`config.mk`:
```
export PLATFORM = sky130hd
export DESIGN_NAME = mux_rr_scheduler
export DESIGN_NICKNAME = d
export VERILOG_FILES = /design/src/rtl/mux_rr_scheduler.sv
export SDC_FILE = /design/constraint.sdc
export NUM_CORES = 1
export LEC_CHECK = 0
export ABC_CLOCK_PERIOD_IN_PS = 3500
export CAP_MARGIN = 20
export CELL_PAD_IN_SITES_DETAIL_PLACEMENT = 2
export CELL_PAD_IN_SITES_GLOBAL_PLACEMENT = 2
export CORE_MARGIN = 1
export CORE_UTILIZATION = 32
export CTS_CLUSTER_DIAMETER = 30
export DETAILED_ROUTE_END_ITERATION = 10
export PLACE_DENSITY_LB_ADDON = 0.25
export REMOVE_ABC_BUFFERS = 1
export SYNTH_ARGS = -nofsm -noshare
export SYNTH_HDL_FRONTEND = slang
export SYNTH_SLANG_ARGS = --single-unit
```
`constraint.sdc`:
```
create_clock -name clk -period 3.5 [get_ports clk]
set_input_delay 1.05 -clock clk [delete_from_list [all_inputs] [get_ports clk]]
set_output_delay 1.05 -clock clk [all_outputs]
set_load 0.005 [all_outputs]
```
`src/rtl/mux_rr_scheduler.sv`:
```
// Round-robin scheduler sharing one P:1 single-bit mux among P requesters.
// Bursts of up to MAX_HOLD beats per grant, valid/ready output handshake.
module mux_rr_scheduler #(
  parameter int N        = 3,
  parameter int P        = 2**N,
  parameter int MAX_HOLD = 4
) (
  input  logic         clk,
  input  logic         rst,
  input  logic [P-1:0] req,
  input  logic [P-1:0] in,
  input  logic         out_ready,
  output logic         y,
  output logic         y_valid,
  output logic [N-1:0] sel,
  output logic [P-1:0] grant,
  output logic         busy
);

  localparam int HW = (MAX_HOLD > 1) ? $clog2(MAX_HOLD) : 1;
  localparam logic [HW-1:0] LAST = HW'(MAX_HOLD - 1);
  localparam logic [P-1:0] ONE = {{(P-1){1'b0}}, 1'b1};

  typedef enum logic {IDLE, GRANT} state_t;

  state_t        state, state_n;
  logic [N-1:0]  sel_n;
  logic [N-1:0]  ptr, ptr_n;
  logic [P-1:0]  grant_n;
  logic [HW-1:0] hold_cnt, hold_n;

  logic [N-1:0]  win;
  logic [N-1:0]  idx;
  logic          found;
  logic          xfer;

  assign y       = in[sel];
  assign busy    = (state == GRANT);
  assign y_valid = busy & req[sel];
  assign xfer    = y_valid & out_ready;

  // Search starts at ptr; N-bit addition wraps modulo P.
  always_comb begin
    found = 1'b0;
    win   = '0;
    idx   = '0;
    for (int k = 0; k < P; k++) begin
      idx = ptr + N'(k);
      if (!found && req[idx]) begin
        found = 1'b1;
        win   = idx;
      end
    end
  end

  always_comb begin
    state_n = state;
    sel_n   = sel;
    grant_n = grant;
    ptr_n   = ptr;
    hold_n  = hold_cnt;
    unique case (state)
      IDLE: begin
        if (found) begin
          state_n = GRANT;
          sel_n   = win;
          grant_n = ONE << win;
          hold_n  = '0;
        end
      end
      GRANT: begin
        if ((xfer && hold_cnt == LAST) || !req[sel]) begin
          state_n = IDLE;
          grant_n = '0;
          ptr_n   = sel + 1'b1;
          hold_n  = '0;
        end else if (xfer) begin
          hold_n = hold_cnt + 1'b1;
        end
      end
      default: state_n = IDLE;
    endcase
  end

  always_ff @(posedge clk) begin
    if (rst) begin
      state    <= IDLE;
      sel      <= '0;
      grant    <= '0;
      ptr      <= '0;
      hold_cnt <= '0;
    end else begin
      state    <= state_n;
      sel      <= sel_n;
      grant    <= grant_n;
      ptr      <= ptr_n;
      hold_cnt <= hold_n;
    end
  end

endmodule

```
==> metrics.txt <==
DRT Pass-1 Iters=4; critical path endpoint category=register; most frequent standard cell in the layout excluding fill and tap cells=sky130_fd_sc_hd__buf_4; placed cell areas=2240 um^2; Std-Cell Core Area=4850 um^2; dominant cell type by area after synthesis=sky130_fd_sc_hd__dfxtp_1; number of pins exceeding their max-slew limit in the final report=0; number of max-cap violations=0; Cell Chain, Critical Path=dlygate4sd2_1 -> buf_4 -> mux4_2 -> a221o_1 -> o32a_4 -> nor4_2 -> o21ai_2 -> and3_4 -> a32o_1; worst supply voltage drop on vdd=371 uV; setup repair after global routing missed its margin=no; number of warnings reported in the yosys synthesis log=0; final-report hold violation count=0; DRC=0; count of standard-cell rows=25; Post-Layout Inst Area=2330 um^2; Top-Level Pins=33; kind of critical path=in2reg; global-route wire length before repair=9780 um; proportion of register bits with asynchronous set or reset after synthesis=0%; largest net degree at the start of global routing=19; global routing usage summed across all routing layers=24.1%; fin crit period=3.48 ns; die height=74.0 um; placer's final routability congestion estimate=0.865; clock net sink count=17; buffer levels on the longest clock path=2; peak fanout along the critical path=6; root buffer selected by CTS=sky130_fd_sc_hd__clkbuf_8; Die X=74.0 um; sum of net half-perimeters after detailed placement=4970 um; outcome=completed; class of the most critical hold timing path=reg2reg; area overhead of the layout relative to synthesis=40.9%; CP Launch Type=input pin; worst stage delay on the critical path=0.51 ns; final net count=252; Total Die Area=5470 um^2; Detail Route Antenna Nets=0; relative slew slack=57.7%; proportion of synthesized chip area in sequential cells=20.5%; initial antenna violation count=0; cell area after synthesis=1660 um^2; Area contributors post-synth=sky130_fd_sc_hd__dfxtp_1 21%, sky130_fd_sc_hd__mux4_2 12%, sky130_fd_sc_hd__mux4_1 6.3%, sky130_fd_sc_hd__nand2_1 4.3%, sky130_fd_sc_hd__mux2i_1 4.2%; starting density of the core=34.2%; most frequent cells in the layout=32 x sky130_fd_sc_hd__buf_4, 22 x sky130_fd_sc_hd__clkdlybuf4s50_1, 19 x sky130_fd_sc_hd__nand2_1; Slowest-stage cell, CP=sky130_fd_sc_hd__mux4_2; Synth Register Bits=17; Cells after Synth=168; final worst path period share=99.5%; CTS Buf Count=3; Cell variety after synth=51; total of hold buffers inserted after clock tree synthesis=0; CTS tree=done; per-instance average area after synthesis=9.86 um^2; drt wl/cell=20.8 um; area fraction of the dominant cell type after synthesis=20.5%; number of synthesized flops with an enable pin=0; slew at the pin closest to its max-slew limit=0.633 ns; total power consumption of the routed design=0.00158 W; final setup skew=0.000952 ns; worst-skew pair later-pin latency=0.25 ns; initial drt markers=32; number of levels in the clock H-tree=1; crit path DAT=3.63 ns; final global-route overflow total=0; vias in the first global route=1,859; ratio of routed vias to standard cells=5.73; Fmax=287 MHz; wire length reported by the detailed router=6140 um; prevailing post-synth register cell=sky130_fd_sc_hd__dfxtp_1; number of inserted diodes=0; worst endpoint required time=3.65 ns; Lkg Pwr=0.896 nW; Final setup viols=0; fraction of final layout cells sized beyond drive strength 1=31.6%; power per standard cell area=679 nW/um^2; total number of vias=1,690; number of input and output port buffers inserted=32; clock edge transition at the registers on the reported setup and hold paths=0.07 ns
state kept, by name, indices dropped and copies added, names as in the netlist:
signal,flops
sel,3
busy,1
hold_cnt,2
grant,8
ptr,3
final cells by class:
class	instances	area (um^2)
multi-input cells	137	1300
inverters	6	22.5
fillers	519	2510
repair buffers	64	544
well taps	67	83.8
flip-flops and latches	17	340
clock buffers	4	45.0
cells in the mapped netlist (2+ instances only):
master	instances
sky130_fd_sc_hd__clkbuf_1	3
sky130_fd_sc_hd__nor3_1	3
sky130_fd_sc_hd__mux2_2	6
sky130_fd_sc_hd__nand2_1	19
sky130_fd_sc_hd__buf_6	2
sky130_fd_sc_hd__nor4_2	2
sky130_fd_sc_hd__ha_1	4
sky130_fd_sc_hd__a221o_1	2
sky130_fd_sc_hd__o221ai_1	3
sky130_fd_sc_hd__mux4_1	4
sky130_fd_sc_hd__o22a_1	2
sky130_fd_sc_hd__nor2b_1	3
sky130_fd_sc_hd__buf_2	3
sky130_fd_sc_hd__inv_1	6
sky130_fd_sc_hd__a211o_1	2
sky130_fd_sc_hd__a32o_1	4
sky130_fd_sc_hd__xor2_1	2
sky130_fd_sc_hd__nor2_1	9
sky130_fd_sc_hd__o21ai_1	3
sky130_fd_sc_hd__xnor2_1	2
sky130_fd_sc_hd__a211oi_1	4
sky130_fd_sc_hd__mux2i_1	7
sky130_fd_sc_hd__a22o_1	5
sky130_fd_sc_hd__and2_1	4
sky130_fd_sc_hd__a21oi_1	6
sky130_fd_sc_hd__o21ai_0	6
sky130_fd_sc_hd__nand2b_1	4
sky130_fd_sc_hd__mux4_2	9
sky130_fd_sc_hd__dfxtp_1	17
stage by stage:
step	std cells	TNS [ns]	worst slack [ns]	utilization (%)	hold slack [ns]
after floorplan	160	0	0.185	-	0.430
after global routing	295	0	0.000830	48.1	0.503
after global placement	290	-4.11	-0.471	46.3	0.444
after detailed placement	290	-6.26	-0.531	46.3	0.465
final	295	0	0.0166	48.1	0.472
after CTS	295	0	0.00367	47.9	0.477
worst max-delay path: cells and delay by family:
| family | cells | cell delay (ns) |
|---|---|---|
| AO/OA/AOI/OAI | 4 | 1.12 |
| AND/OR/NAND/NOR | 2 | 0.53 |
| multiplexers | 1 | 0.51 |
| buffers and inverters | 2 | 0.41 |
metal layers:
metal / track usage (%) / vias to the layer above / share of wire [%]
li1: - / 784 / -
met5: 0 / - / 0
met4: 4.27 / 0 / 1.4
met3: 3.39 / 10 / 2.5
met2: 46.3 / 40 / 54
met1: 28.6 / 856 / 42
power by group:
| part | internal, W | leakage [nW] | switching [W] |
|---|---|---|---|
| Combinational | 0.000571 | 0.735 | 0.000586 |
| Clock | 0.0000808 | 0.0228 | 0.0000680 |
| Sequential | 0.000236 | 0.139 | 0.0000429 |
kinds of logic after synthesis:
family | count (synthesis) | synth area share [%]
AOI/OAI and AO/OA | 45 | 22.1
buffers and inverters | 14 | 4.30
and+or+nand+nor | 56 | 19.3
xor gates and xnor gates | 4 | 2.12
muxes | 28 | 28.6
adders and majority gates | 4 | 3.02
DFF | 17 | 20.5
final timing paths:
kind,startpoint,to,slack [ns],depth (start not counted)
worst max-delay path,req[3],grant[4]$_SDFFE_PP0P_,0.02,9
worst min-delay path,hold_cnt[1]$_SDFFE_PP0P_,hold_cnt[1]$_SDFFE_PP0P_,0.47,2
worst max register to register,ptr[0]$_SDFFE_PP0P_,grant[4]$_SDFFE_PP0P_,0.23,11
worst min register to register,hold_cnt[1]$_SDFFE_PP0P_,hold_cnt[1]$_SDFFE_PP0P_,0.47,2
timing repair:
item / in CTS / in global routing
gates resized for setup: 21 / 6
pin swaps: 2 / 1
endpoints found under the setup margin: 12 / 9
setup buffers: 1 / 0
Note: power is estimated with default switching activity, not from simulation.
